### config.mk
export PLATFORM = sky130hd
export DESIGN_NAME = digest_loader
export DESIGN_NICKNAME = d
export VERILOG_FILES = /design/src/rtl/md5_pkg.sv /design/src/rtl/hex_nibble_decoder.sv /design/src/rtl/digest_loader.sv
export SDC_FILE = /design/constraint.sdc
export NUM_CORES = 1
export LEC_CHECK = 0
export ABC_AREA = 1
export BUFFER_PORTS_ARGS = -buffer_cell sky130_fd_sc_hd__clkbuf_2
export CORE_MARGIN = 5
export CORE_UTILIZATION = 40
export DETAILED_ROUTE_END_ITERATION = 7
export GPL_ROUTABILITY_DRIVEN = 0
export PLACE_DENSITY = 0.57
export SYNTH_ARGS = -nofsm -noshare
export SYNTH_HDL_FRONTEND = slang
export SYNTH_SLANG_ARGS = --single-unit
### constraint.sdc
create_clock -name CLK -period 1.8 [get_ports CLK]
set_input_delay 0.54 -clock CLK [delete_from_list [all_inputs] [get_ports CLK]]
set_output_delay 0.54 -clock CLK [all_outputs]
set_load 0.02 [all_outputs]
### src/rtl/md5_pkg.sv
// Shared types and constants for the MD5 digest loader.
package md5_pkg;

    localparam int DIGEST_W     = 128;
    localparam int DIGEST_BYTES = DIGEST_W / 8;

    typedef enum logic [1:0] {
        IDLE,
        LOAD,
        COMMIT
    } loader_state_t;

    localparam logic [7:0] ASCII_CR = 8'h0D;
    localparam logic [7:0] ASCII_LF = 8'h0A;

endpackage

### src/rtl/hex_nibble_decoder.sv
// Combinational ASCII hex character to nibble decoder ('0'-'9', 'a'-'f', 'A'-'F').
module hex_nibble_decoder (
    input  logic [7:0] char_i,
    output logic [3:0] nibble_o,
    output logic       is_hex_o
);

    always_comb begin
        nibble_o = '0;
        is_hex_o = 1'b0;
        if (char_i >= 8'h30 && char_i <= 8'h39) begin
            nibble_o = 4'(char_i - 8'h30);
            is_hex_o = 1'b1;
        end else if (char_i >= 8'h61 && char_i <= 8'h66) begin
            nibble_o = 4'(char_i - 8'h57);
            is_hex_o = 1'b1;
        end else if (char_i >= 8'h41 && char_i <= 8'h46) begin
            nibble_o = 4'(char_i - 8'h37);
            is_hex_o = 1'b1;
        end
    end

endmodule

### src/rtl/digest_loader.sv
// Assembles the target digest from the UART byte stream and commits it atomically.
// Define DIGEST_LOADER_HEX_ASCII_EN to accept ASCII hex characters instead of raw bytes.
module digest_loader
    import md5_pkg::*;
#(
    parameter int DIGEST_W       = md5_pkg::DIGEST_W,
    parameter int TIMEOUT_CYCLES = 1000000
) (
    input  logic                CLK,
    input  logic                reset,
    input  logic [7:0]          rx_data,
    input  logic                rx_valid,
    output logic                rx_ready,
    input  logic                abort,
    output logic [DIGEST_W-1:0] target,
    output logic                target_valid,
    output logic                load_done,
    output logic                load_err,
    output logic                loading
);

`ifdef DIGEST_LOADER_HEX_ASCII_EN
    localparam int UNIT_W = 4;
`else
    localparam int UNIT_W = 8;
`endif
    localparam int UNITS = DIGEST_W / UNIT_W;
    localparam int CNT_W = $clog2(UNITS + 1);
    localparam int TMR_W = $clog2(TIMEOUT_CYCLES);

    localparam logic [CNT_W-1:0] CNT_LAST = CNT_W'(UNITS);
    localparam logic [TMR_W-1:0] TMR_LAST = TMR_W'(TIMEOUT_CYCLES - 1);

    loader_state_t       state_q, state_d;
    logic [DIGEST_W-1:0] shift_q, shift_d;
    logic [CNT_W-1:0]    cnt_q, cnt_d;
    logic [TMR_W-1:0]    tmr_q, tmr_d;
    logic [DIGEST_W-1:0] target_q;
    logic                ready_q;
    logic                valid_q;
    logic                done_q;
    logic                err_q, err_d;

    logic                accept;
    logic [UNIT_W-1:0]   unit;
    logic                is_data;
    logic                is_skip;

    assign accept = rx_valid && ready_q;

`ifdef DIGEST_LOADER_HEX_ASCII_EN
    hex_nibble_decoder u_dec (
        .char_i   (rx_data),
        .nibble_o (unit),
        .is_hex_o (is_data)
    );
    assign is_skip = (rx_data == ASCII_CR) || (rx_data == ASCII_LF);
`else
    assign unit    = rx_data;
    assign is_data = 1'b1;
    assign is_skip = 1'b0;
`endif

    always_comb begin
        state_d = state_q;
        shift_d = shift_q;
        cnt_d   = cnt_q;
        tmr_d   = '0;
        err_d   = 1'b0;
        case (state_q)
            IDLE: begin
                if (accept) begin
                    if (is_data) begin
                        shift_d = DIGEST_W'(unit);
                        cnt_d   = CNT_W'(1);
                        state_d = LOAD;
                    end else if (!is_skip) begin
                        err_d = 1'b1;
                    end
                end
            end
            LOAD: begin
                // Abort beats a simultaneous byte; a byte beats a simultaneous timeout.
                if (abort) begin
                    state_d = IDLE;
                end else if (accept) begin
                    if (is_data) begin
                        shift_d = {shift_q[DIGEST_W-UNIT_W-1:0], unit};
                        cnt_d   = cnt_q + CNT_W'(1);
                        if (cnt_q + CNT_W'(1) == CNT_LAST) begin
                            state_d = COMMIT;
                        end
                    end else begin
                        state_d = IDLE;
                        err_d   = 1'b1;
                    end
                end else if (tmr_q == TMR_LAST) begin
                    state_d = IDLE;
                    err_d   = 1'b1;
                end else begin
                    tmr_d = tmr_q + TMR_W'(1);
                end
            end
            COMMIT: begin
                state_d = IDLE;
            end
            default: begin
                state_d = IDLE;
            end
        endcase
    end

    always_ff @(posedge CLK or negedge reset) begin
        if (!reset) begin
            state_q  <= IDLE;
            shift_q  <= '0;
            cnt_q    <= '0;
            tmr_q    <= '0;
            target_q <= '0;
            ready_q  <= 1'b0;
            valid_q  <= 1'b0;
            done_q   <= 1'b0;
            err_q    <= 1'b0;
        end else begin
            state_q <= state_d;
            shift_q <= shift_d;
            cnt_q   <= cnt_d;
            tmr_q   <= tmr_d;
            ready_q <= (state_d != COMMIT);
            err_q   <= err_d;
            done_q  <= (state_q == COMMIT);
            if (state_q == COMMIT) begin
                target_q <= shift_q;
                valid_q  <= 1'b1;
            end
        end
    end

    assign rx_ready     = ready_q;
    assign target       = target_q;
    assign target_valid = valid_q;
    assign load_done    = done_q;
    assign load_err     = err_q;
    assign loading      = (state_q == LOAD);

endmodule
==> run summary <==
==================================================================================================
Distinct cell type count after synthesis                                                        28
Netlist area before placement                                                           0.0109 mm2
Internal power                                                                             10.6 mW
Die area                                                                                0.0308 mm2
# placed instances                                                                           1,527
Max IR drop VDD                                                                           0.669 mV
Violated checks                                                                       setup timing
Endpoint required time on the critical path                                                1260 ps
Highest metal layer with signal wires                                                         met4
Clock tree from TritonCTS                                                                    built
Setup repair after global routing missed its margin                                           true
Capturing instance or port of the critical path                                            loading
Total negative setup slack                                                                -3.09 ps
FF-to-FF End                                                                           shift_q[48]
Total global routing track utilization                                                       16.4%
Total cell area at the placement stage                                                  0.0121 mm2
X dimension of the die                                                                      175 um
Area of the core region                                                                 0.0270 mm2
Worst hold path class                                                                 input pin to flip-flop
Average instance area after synthesis                                                     10.2 um2
Max transition margin                                                                        73.5%
Antenna violations before repair                                                                 0
Diodes inserted                                                                                  0
FF-to-FF setup slack                                                                        180 ps
Share of the cycle needed by the critical path after routing                                  100%
Cell family contributing the most delay on the critical path                            flip-flops
Combinational share of power                                                                  4.8%
Worst path depth                                                                                 4
Bufs on Longest Clock Path                                                                       3
Worst path setup slack after routing                                                      -3.09 ps
Tmin final                                                                                 1800 ps
Number of sinks driven by the clock tree                                                       287
Largest stage delay on the critical path                                                    390 ps
Post-placement worst setup slack                                                           75.4 ps
Metal2 WL                                                                                  11.7 mm
Total number of vias                                                                         7,661
Ordered list of cells on the worst path                                               inv_2, nand2_4, inv_4, buf_8
Max_cap viols                                                                                    0
Number of hold violations in the final report                                                    0
Number of buffers and inverters on the critical path                                             3
Finished layout cell area                                                               0.0132 mm2
Crit path max-delay cell type                                                         sky130_fd_sc_hd__dfrtp_1
Seq pwr share                                                                                48.6%
Synthesized Nets                                                                             1,087
DP Wirelength                                                                              16.9 mm
Clk_lat worst skew                                                                          530 ps
Setup skew after layout                                                                    7.05 ps
Site row count                                                                                  60
Chip height                                                                                 175 um
Reg2Reg Launch Point                                                                    state_q[1]
Leakage component of the power                                                             6.26 nW
Clock Power Share                                                                            46.6%
Startpoint of the tightest hold check path                                              rx_data[5]
Sequential fraction of the synthesis area                                                    65.6%
Gate count of the mapped netlist                                                             1,073
Switching fraction of total power                                                            21.8%
Worst-margin pin slew                                                                       397 ps
Fmax                                                                                       555 MHz
Highest net fanout along the worst path                                                          3
Port Buffer Count                                                                              144
Setup violators final                                                                            1
Avg Vias per Cell                                                                             4.83
Clk Tree Root Cell                                                                    sky130_fd_sc_hd__clkbuf_16
Routed length per placed instance                                                          15.8 um
Fraction of layout instances using a drive strength above 1                                  19.5%
Total count of max-transition violations in the final report                                     0
Maximum level of the CTS H-tree                                                                  1
Global-route wire length before repair                                                     41.9 mm
Outcome                                                                               finished, violations left
DRC violation total after the first TritonRoute iteration                                      641
Initial core utilization                                                                     40.6%
Layout area overhead                                                                         20.8%
Post-route DRC violation count                                                                   0
Number of synthesized register bits                                                            287
DRT Wirelength                                                                             25.1 mm
Warnings, synthesis                                                                              0
Data arrival time of the critical path                                                     1260 ps
Total I/O pin count                                                                            145
Wire length the detailed router placed on met1                                             12.0 mm
Maximum number of pins on one net before global-route repair                                    91
Crit path capture type                                                                  output pin
Power density relative to cell area                                                    1020 mW/mm2
Sum of met3 wire segment lengths after detailed routing                                    1.05 mm
Clock buffer count from CTS                                                                     30
Worst hold slack                                                                            223 ps
Remaining antenna violation count                                                                0
Launch point of the worst path                                                          state_q[1]
Number of cell instances on the worst register-to-register path                                  7
Post-layout instance count excluding filler cells                                            1,586
Clock transition time at the flip-flop clock pins of the worst setup and hold paths          60 ps
Via count of the first global-routing pass                                                   7,810
Critical path class                                                                   flip-flop to output pin
Congestion Overflow GR                                                                           0
Net count of the finished layout                                                             1,236
Element type at the critical path start                                                  flip-flop
Number of detailed-route iterations in the first pass                                            4
Net Sw Power                                                                               2.95 mW
==================================================================================================
## power groups by stage
stage	clock network [mW]	registers (mW)	logic (mW)
floorplan	0	6.69	0.341
global placement	0	6.69	0.644
detailed placement	0	6.69	0.652
CTS	6.47	6.57	0.669
global route	6.76	6.58	0.734
finish	6.31	6.58	0.655
## cells in the mapped netlist
| master | number | area, um2 |
|---|---|---|
| sky130_fd_sc_hd__nand3_1 | 45 | 225 |
| sky130_fd_sc_hd__nand2_1 | 179 | 672 |
| sky130_fd_sc_hd__nor2_4 | 4 | 45.0 |
| sky130_fd_sc_hd__nand2_2 | 7 | 43.8 |
| sky130_fd_sc_hd__a32o_1 | 1 | 10.0 |
| sky130_fd_sc_hd__o22ai_1 | 91 | 569 |
| sky130_fd_sc_hd__nor3_4 | 1 | 16.3 |
| sky130_fd_sc_hd__a31oi_1 | 1 | 6.26 |
| sky130_fd_sc_hd__buf_4 | 10 | 75.1 |
| sky130_fd_sc_hd__buf_2 | 17 | 85.1 |
| sky130_fd_sc_hd__or2_1 | 1 | 6.26 |
| sky130_fd_sc_hd__inv_2 | 3 | 11.3 |
| sky130_fd_sc_hd__nor3_1 | 3 | 15.0 |
| sky130_fd_sc_hd__inv_1 | 155 | 582 |
| sky130_fd_sc_hd__nor2_2 | 2 | 12.5 |
| sky130_fd_sc_hd__ha_1 | 2 | 25.0 |
| sky130_fd_sc_hd__clkbuf_1 | 21 | 78.8 |
| sky130_fd_sc_hd__nor2_1 | 44 | 165 |
| sky130_fd_sc_hd__nand4_1 | 3 | 18.8 |
| sky130_fd_sc_hd__nand3_2 | 1 | 10.0 |
| sky130_fd_sc_hd__a21oi_1 | 5 | 25.0 |
| sky130_fd_sc_hd__buf_6 | 11 | 124 |
| sky130_fd_sc_hd__dfrtp_1 | 287 | 7180 |
| sky130_fd_sc_hd__xor2_1 | 5 | 43.8 |
| sky130_fd_sc_hd__o21ai_1 | 3 | 15.0 |
| sky130_fd_sc_hd__o21ai_0 | 164 | 821 |
| sky130_fd_sc_hd__xnor2_1 | 6 | 52.6 |
| sky130_fd_sc_hd__or2_2 | 1 | 6.26 |
## per-stage QoR
stage	power, mW	utilization [%]
floorplan	7.03	-
global placement	7.33	45.1
detailed placement	7.34	45.1
CTS	13.7	49.0
global route	14.1	49.1
finish	13.5	49.1
## worst min-delay path, delay by kind of cell
family	cells	cell delay (ps)
simple gates	1	40
buf+inv	1	80
compound gates	1	60
## sequential cells by signal (all words and copies together) (netlist names)
register and count:
cnt_q 5, load_done 1, load_err 1, rx_ready 1
shift_q 128, state_q 2, target 128, target_valid 1
tmr_q 20
## layout by cell type, fill, tap and decap left out, types with 15 or more instances in the layout
cell type | synthesis | routed
sky130_fd_sc_hd__dfrtp_1 | 287 | 287
sky130_fd_sc_hd__nand2_1 | 179 | 178
sky130_fd_sc_hd__o21ai_0 | 164 | 164
sky130_fd_sc_hd__inv_1 | 155 | 153
sky130_fd_sc_hd__clkbuf_2 | 0 | 142
sky130_fd_sc_hd__o22ai_1 | 91 | 91
sky130_fd_sc_hd__nand3_1 | 45 | 45
sky130_fd_sc_hd__nor2_1 | 44 | 44
sky130_fd_sc_hd__clkbuf_16 | 0 | 31
sky130_fd_sc_hd__buf_4 | 10 | 16
sky130_fd_sc_hd__buf_12 | 0 | 15
## how the worst min path moves through the flow
stage,endpoint,cells past startpoint
finish,shift_q[5],3
global route,shift_q[5],3
CTS,shift_q[5],3
detailed placement,tmr_q[0],1
global placement,tmr_q[0],1
floorplan,cnt_q[0],0
## area by class of cell
| class | count | area, um2 |
|---|---|---|
| clock buffers | 47 | 906 |
| multi-input cells | 569 | 2820 |
| inverters | 158 | 603 |
| clock inverters | 8 | 115 |
| well taps | 341 | 427 |
| fillers | 2478 | 13700 |
| repair buffers | 176 | 1170 |
| flip-flops and latches | 287 | 7180 |
## cells by family after synthesis
family	count (synthesis)	share of synthesized area [%]
xor+xnor	11	0.880
compound gates	265	13.2
simple gates	291	11.3
buf+inv	217	8.74
flops	287	65.6
fa+ha+maj	2	0.229
## what timing repair did
item	4_1_cts	5_1_grt
gates cloned	0	0
setup buffers	2	1
endpoints found under the setup margin	1	1
resized for setup	6	2
endpoints found under the hold margin	31	0
pin swaps	0	0
hold buffers	1	0
## routing by layer
layer	vias to the layer above	track usage, %
met5	-	0
met4	0	2.95
met3	23	2.54
met2	145	26.4
met1	3708	23.9
li1	3785	-
No activity file was read; power rests on OpenSTA's default activity.
